## src/rtl/qrs_pkg.sv

```systemverilog
// Shared types, widths and helpers for the QRS peak detector.
// Holds the FSM state encoding and the saturating magnitude function.
package qrs_pkg;

    localparam int SAMPLE_W = 32;
    localparam int RR_W     = 16;

    typedef enum logic [1:0] {
        LEARN      = 2'd0,
        SEARCH     = 2'd1,
        PEAK       = 2'd2,
        REFRACTORY = 2'd3
    } qrs_state_t;

    // |x| as unsigned; the most negative input has no positive twin, so it clips to max.
    function automatic logic [SAMPLE_W-1:0] sat_abs(input logic signed [SAMPLE_W-1:0] x);
        logic [SAMPLE_W-1:0] u;
        u = x;
        if (u == {1'b1, {(SAMPLE_W-1){1'b0}}})
            return {1'b0, {(SAMPLE_W-1){1'b1}}};
        else if (x[SAMPLE_W-1])
            return ~u + SAMPLE_W'(1);
        else
            return u;
    endfunction

endpackage

```

## src/rtl/qrs_peak_detector_adaptive_threshold.sv

```systemverilog
// Running signal-peak estimate (spk) and the detection threshold derived from it.
// Supports seeding from the learn phase, per-beat update and timeout halving.
module adaptive_threshold
    import qrs_pkg::*;
#(
    parameter logic [SAMPLE_W-1:0] INIT_THRESHOLD = 1000,
    parameter logic [SAMPLE_W-1:0] THRESH_MIN     = 100
) (
    input  logic                clk,
    input  logic                reset,
    input  logic                learn_load,
    input  logic [SAMPLE_W-1:0] learn_max,
    input  logic                update,
    input  logic [SAMPLE_W-1:0] peak,
    input  logic                halve,
    output logic [SAMPLE_W-1:0] threshold
);

    logic [SAMPLE_W-1:0] spk;
    logic [SAMPLE_W-1:0] spk_next;

    function automatic logic [SAMPLE_W-1:0] clamp_min(input logic [SAMPLE_W-1:0] v);
        return (v < THRESH_MIN) ? THRESH_MIN : v;
    endfunction

    // spk tracks 7/8 of its old value plus 1/8 of the new beat's peak.
    assign spk_next = spk - (spk >> 3) + (peak >> 3);

    always_ff @(posedge clk) begin
        if (reset) begin
            spk       <= '0;
            threshold <= INIT_THRESHOLD;
        end else if (learn_load) begin
            spk       <= learn_max;
            threshold <= clamp_min(learn_max >> 1);
        end else if (update) begin
            spk       <= spk_next;
            threshold <= clamp_min(spk_next >> 1);
        end else if (halve) begin
            threshold <= clamp_min(threshold >> 1);
        end
    end

endmodule

```

## src/rtl/qrs_peak_detector.sv

```systemverilog
// QRS peak detector: magnitude stage followed by a learn/search/peak/refractory FSM
// with an adaptive threshold; emits a one-clock pulse with peak amplitude and RR interval.
module qrs_peak_detector
    import qrs_pkg::*;
#(
    parameter int LEARN_SAMPLES      = 256,
    parameter int REFRACTORY_SAMPLES = 50,
    parameter int RR_MAX             = 500,
    parameter int INIT_THRESHOLD     = 1000,
    parameter int THRESH_MIN         = 100
) (
    input  logic                       clk,
    input  logic                       reset,
    input  logic                       enable,
    input  logic signed [SAMPLE_W-1:0] filtered_ecg,
    output logic                       qrs_detected,
    output logic [SAMPLE_W-1:0]        peak_value,
    output logic [RR_W-1:0]            rr_interval,
    output logic [SAMPLE_W-1:0]        threshold,
    output logic [1:0]                 state_dbg
);

    logic [SAMPLE_W-1:0] mag_p1;
    logic                vld_p1;

    qrs_state_t          state;
    logic [RR_W-1:0]     cnt;
    logic [RR_W-1:0]     since;
    logic [SAMPLE_W-1:0] pk;
    logic [SAMPLE_W-1:0] lmax;
    logic [SAMPLE_W-1:0] lmax_next;
    logic                first_beat;
    logic                learn_done;
    logic                rise;
    logic                timeout;
    logic                trig;

    // ---- stage p1: sample magnitude ----
    always_ff @(posedge clk) begin
        if (enable)
            mag_p1 <= sat_abs(filtered_ecg);
    end

    always_ff @(posedge clk) begin
        if (reset)
            vld_p1 <= 1'b0;
        else
            vld_p1 <= enable;
    end

    // ---- stage p2: detection FSM ----
    always_comb begin
        lmax_next  = (mag_p1 > lmax) ? mag_p1 : lmax;
        learn_done = vld_p1 && (state == LEARN) && (cnt == RR_W'(LEARN_SAMPLES - 1));
        rise       = vld_p1 && (state == SEARCH) && (mag_p1 > threshold);
        timeout    = vld_p1 && (state == SEARCH) && !rise && (cnt == RR_W'(RR_MAX - 1));
        trig       = vld_p1 && (state == PEAK) && (mag_p1 < (pk >> 1));
    end

    always_ff @(posedge clk) begin
        if (reset) begin
            state        <= LEARN;
            cnt          <= '0;
            since        <= '0;
            pk           <= '0;
            lmax         <= '0;
            first_beat   <= 1'b1;
            qrs_detected <= 1'b0;
            peak_value   <= '0;
            rr_interval  <= '0;
        end else begin
            qrs_detected <= 1'b0;
            if (vld_p1) begin
                since <= (since == '1) ? since : since + RR_W'(1);
                unique case (state)
                    LEARN: begin
                        lmax <= lmax_next;
                        if (learn_done) begin
                            state <= SEARCH;
                            cnt   <= '0;
                        end else begin
                            cnt <= cnt + RR_W'(1);
                        end
                    end
                    SEARCH: begin
                        if (rise) begin
                            pk    <= mag_p1;
                            state <= PEAK;
                            cnt   <= '0;
                        end else if (timeout) begin
                            cnt <= '0;
                        end else begin
                            cnt <= cnt + RR_W'(1);
                        end
                    end
                    PEAK: begin
                        if (mag_p1 > pk) begin
                            pk <= mag_p1;
                        end else if (trig) begin
                            qrs_detected <= 1'b1;
                            peak_value   <= pk;
                            rr_interval  <= first_beat ? '0 :
                                            ((since == '1) ? since : since + RR_W'(1));
                            first_beat   <= 1'b0;
                            since        <= '0;
                            state        <= REFRACTORY;
                            cnt          <= '0;
                        end
                    end
                    REFRACTORY: begin
                        if (cnt == RR_W'(REFRACTORY_SAMPLES - 1)) begin
                            state <= SEARCH;
                            cnt   <= '0;
                        end else begin
                            cnt <= cnt + RR_W'(1);
                        end
                    end
                endcase
            end
        end
    end

    assign state_dbg = state;

    adaptive_threshold #(
        .INIT_THRESHOLD(SAMPLE_W'(INIT_THRESHOLD)),
        .THRESH_MIN    (SAMPLE_W'(THRESH_MIN))
    ) u_thresh (
        .clk       (clk),
        .reset     (reset),
        .learn_load(learn_done),
        .learn_max (lmax_next),
        .update    (trig),
        .peak      (pk),
        .halve     (timeout),
        .threshold (threshold)
    );

endmodule

```

## config.mk

```make
export PLATFORM = sky130hd
export DESIGN_NAME = qrs_peak_detector
export DESIGN_NICKNAME = d
export VERILOG_FILES = /design/src/rtl/qrs_pkg.sv /design/src/rtl/qrs_peak_detector_adaptive_threshold.sv /design/src/rtl/qrs_peak_detector.sv
export SDC_FILE = /design/constraint.sdc
export NUM_CORES = 1
export LEC_CHECK = 0
export BUFFER_PORTS_ARGS = -buffer_cell sky130_fd_sc_hd__buf_2
export CAP_MARGIN = 20
export CORE_UTILIZATION = 25
export DETAILED_ROUTE_END_ITERATION = 16
export PLACE_DENSITY_LB_ADDON = 0.1
export SYNTH_ARGS = -nofsm -noshare
export SYNTH_HDL_FRONTEND = slang
export SYNTH_SLANG_ARGS = --single-unit
```

## constraint.sdc

```tcl
create_clock -name clk -period 4.16 [get_ports clk]
set_input_delay 0.208 -clock clk [delete_from_list [all_inputs] [get_ports clk]]
set_output_delay 0.208 -clock clk [all_outputs]
set_load 0.02 [all_outputs]
```

==> flow_metrics.py <==
metrics = {
    "status": {
        "outcome": "finished, violations left",
        "violations": "negative setup slack",
    },
    "timing": {
        "clock.fmax_mhz": 234,
        "slew_violations": 0,
        "setup_slack_ps": -114,
        "slew-limit-headroom_pct": 28.9,
        "period_minus_slack_ps": 4270,
        "setup_viol": 2,
        "finalSetupTns_ps": -116,
        "rsz0062_at_grt": "yes",
        "worst_pin_slew_ps": 1050,
        "hold_violations": 0,
        "clock_skew_ps": 32.6,
        "final.period_utilization_pct": 103,
    },
    "synth": {
        "synthesis.nets": 2331,
        "netlist_instances": 2101,
        "yosysWarnings": 0,
        "yosys.area_share.simple_pct": 19.9,
        "synth_edf_count": 32,
        "avgSynthCellArea_sq_um": 8.20,
        "synthFlopType": "dfxtp_1",
        "synth-compound-area-share_pct": 16.7,
        "synthMuxAreaShare_pct": 7.75,
        "synth_area_sq_mm": 0.0172,
        "async_flop_share_pct": 0,
        "ys_types": 91,
        "synthAdderAreaFrac_pct": 15.4,
        "synth_top_family_by_area": "simple AND/OR/NAND/NOR gates",
        "synth-seq-cells": 244,
        "synth-xor-area-share_pct": 3.00,
        "seq_area_frac_synth_pct": 30.2,
    },
    "critical_path": {
        "start_kind": "flop",
        "critPathArrivalTime_ps": 4730,
        "worst_path_largest_cell_delay_ps": 610,
        "crit_top_cell": "inv_2",
        "crit_path_cell_trace": "inv_2 > fa_1 > inv_2 > ha_4 > a21o_1 > buf_6 > a21o_4 > o21ai_4 > a21boi_2 > or3_4 > a2111o_1 > or4_4 > or4b_4 > a221oi_2",
        "required_ps": 4620,
        "cp_max_fo": 6,
        "criticalPathCategory": "flop to flop",
        "critPathCaptureType": "flop",
        "crit_path_top_delay_cell": "or4b_4",
        "critPathBufInv": 3,
        "r2r_slack_ps": -110,
        "crit_family": "compound AO/OA/AOI/OAI gates",
    },
    "cells_and_area": {
        "antenna_cells": 0,
        "nets": 2692,
        "area_delta_synth_final_pct": 31.8,
        "final_cell_area_sq_mm": 0.0227,
        "layout-drive-gt1-share_pct": 23.5,
    },
    "placement": {
        "placed_cell_area_sq_mm": 0.0208,
        "dpl.hpwl_microns": 52600,
        "routabilityCongestion": 0.881,
        "portBuffers": 116,
        "dpl_worst_slack_ps": -381,
    },
    "power_and_ir_drop": {
        "pwr_density_cell_mw_per_mm2": 284,
        "p_leak_nw": 10.2,
        "ir_drop_mv": 0.236,
    },
    "global_routing": {
        "grt_pass1_vias": 16500,
        "grt_pass1_wl_microns": 101000,
        "grt-busiest-layer": "met2",
        "grt_util_met3_pct": 2.87,
        "grt_overflow": 0,
        "grt_util_met2_pct": 31.3,
        "grt_max_degree": 74,
        "antenna_found_initial": 2,
        "track_usage_pct": 18.9,
        "grt_use_met1_pct": 25.4,
    },
    "run": {
        "maxCapViolCount": 0,
    },
    "floorplan": {
        "initial_core_util_pct": 25.5,
        "die_w_microns": 265,
        "core_sq_mm": 0.0676,
        "num_rows": 95,
        "die_h_microns": 265,
        "ios": 118,
        "die-area_sq_mm": 0.0700,
    },
    "detailed_routing": {
        "drtIter0Drc": 1005,
        "drc_errors": 0,
        "post_drt_wl_per_cell_microns": 19.8,
        "dr.pass1.iters": 5,
        "vias": 16600,
        "wirelength_microns": 66500,
        "ant_nets": 0,
        "via_per_inst": 4.94,
    },
    "cts": {
        "cts-root-buf": "clkbuf_16",
        "path_clk_slew_ps": 50,
        "clk_latency_ps": 560,
        "cts_inserted_buffers": 35,
        "clockBufferDepth": 3,
        "htree_levels": 2,
        "tritoncts": "yes",
        "clock_sinks": 244,
    },
    "worst_hold_path": {
        "worstHoldPathType": "input port to flop",
    },
}
[cell type report]
| class | count | area [sq um] |
|---|---|---|
| fill | 7117 | 44900 |
| multi-input combinational | 1546 | 11300 |
| sequential | 244 | 5220 |
| timing repair buffer | 423 | 3100 |
| tap | 873 | 1090 |
| clock buffer | 43 | 926 |
| inverter | 212 | 796 |
| clock inverter | 18 | 253 |
[cells in the mapped netlist (6+ instances only)]
master	n	area, sq um
nor2_1	234	878
dfxtp_1	212	4240
inv_1	211	792
nand2_1	192	721
ha_1	166	2080
a21oi_1	149	746
mux2i_1	121	1210
clkbuf_1	85	319
o21ai_0	70	350
nand3_1	60	300
nand4_1	53	332
nor3_1	36	180
xor2_1	36	315
edfxtp_1	32	961
fa_1	29	581
nor4_1	26	163
or3_1	26	163
a21o_1	25	188
xnor2_1	23	201
a211oi_1	20	150
a311oi_1	18	158
and3_1	17	106
a31oi_1	15	93.8
o211ai_1	15	113
or4_1	15	113
o31ai_1	13	97.6
mux2_2	11	124
nor2b_1	11	68.8
a2111oi_0	8	70.1
a221oi_1	7	61.3
nand2b_1	7	43.8
a211o_1	6	52.6
a21boi_0	6	45.0
and2_1	6	37.5
nand3b_1	6	45.0
o311ai_0	6	52.6
or2_2	6	37.5
[sequential cells by signal, summed over array words and instances, names as in the netlist, 2 cells and up]
signal	count
lmax	32
u_thresh.threshold	31
pk	32
rr_interval	16
state_dbg	2
u_thresh.spk	32
peak_value	32
mag_p1	32
cnt	16
since	16
[through the flow]
stage | util, % | instances | hold WS, ps | power [W]
finish | 33.6 | 3359 | 26.0 | 0.00645
floorplan | - | 2101 | 320 | 0.00305
global placement | 30.7 | 3268 | 437 | 0.00336
detailed placement | 30.7 | 3268 | 444 | 0.00338
CTS | 33.4 | 3357 | 0.415 | 0.00654
global route | 33.6 | 3359 | 31.5 | 0.00676
[power breakdown]
| group | switching, W | internal, W |
|---|---|---|
| clock | 0.00120 | 0.00190 |
| sequential | 0.000107 | 0.00246 |
| combinational | 0.000444 | 0.000339 |
| total | 0.00175 | 0.00470 |
[layer usage]
| layer | up-vias | share of wire [%] | routed length, microns |
|---|---|---|---|
| li1 | 8223 | - | - |
| met1 | 7994 | 48 | 31800 |
| met2 | 289 | 46 | 30200 |
| met3 | 83 | 4.1 | 2700 |
| met4 | 0 | 2.6 | 1710 |
| met5 | - | 0 | 0 |
[placed cells by master, fill, tap and decap left out, drive strengths merged, types with 23 or more instances in the layout]
cell type  count
nor2         234
inv          213
a21oi        152
or3           26
nand2        193
edfxtp        32
o21ai         75
nand4         53
nor4          26
buf          402
nand3         60
a21o          25
xor2          36
mux2i        121
ha           166
xnor2         23
clkbuf        43
nor3          36
dfxtp        212
fa            29
[what timing repair did]
action,in CTS,in global routing
resized for setup,78,32
cloned,1,0
setup endpoints to repair,7,61
endpoints found under the hold margin,21,0
hold buffers,21,0
setup buffers,7,1
pin swaps,20,16
[logic make-up (layout without fill, tap and decap cells)]
kind of cell / after synthesis / after routing
AOI/OAI and AO/OA: 436 / 437
xor gates and xnor gates: 59 / 59
adders and majority gates: 195 / 195
buffers and inverters: 312 / 696
DFF: 244 / 244
muxes: 132 / 132
other: 1 / 1
and+or+nand+nor: 722 / 722
[final timing paths]
kind                                              startpoint                                  to  depth (start not counted)
worst max-delay path            u_thresh.spk[4]$_SDFFE_PP0P_  u_thresh.threshold[2]$_SDFFE_PP0P_                         14
worst min register to register  rr_interval[13]$_SDFFE_PP0P_        rr_interval[13]$_SDFFE_PP0P_                          2
worst max register to register  u_thresh.spk[4]$_SDFFE_PP0P_  u_thresh.threshold[2]$_SDFFE_PP0P_                         14
worst min-delay path                         filtered_ecg[4]             mag_p1[4]$_SDFFCE_PP1P_                          3
[worst register-to-register path, cell delays in order, from the launching register on]
cell	delay [ps]
dfxtp_2	330
inv_2	40
fa_1	580
inv_2	60
ha_4	240
a21o_1	200
buf_6	140
a21o_4	240
o21ai_4	240
a21boi_2	90
or3_4	340
a2111o_1	400
or4_4	430
or4b_4	610
a221oi_2	250
No activity file was read; power rests on OpenSTA's default activity.
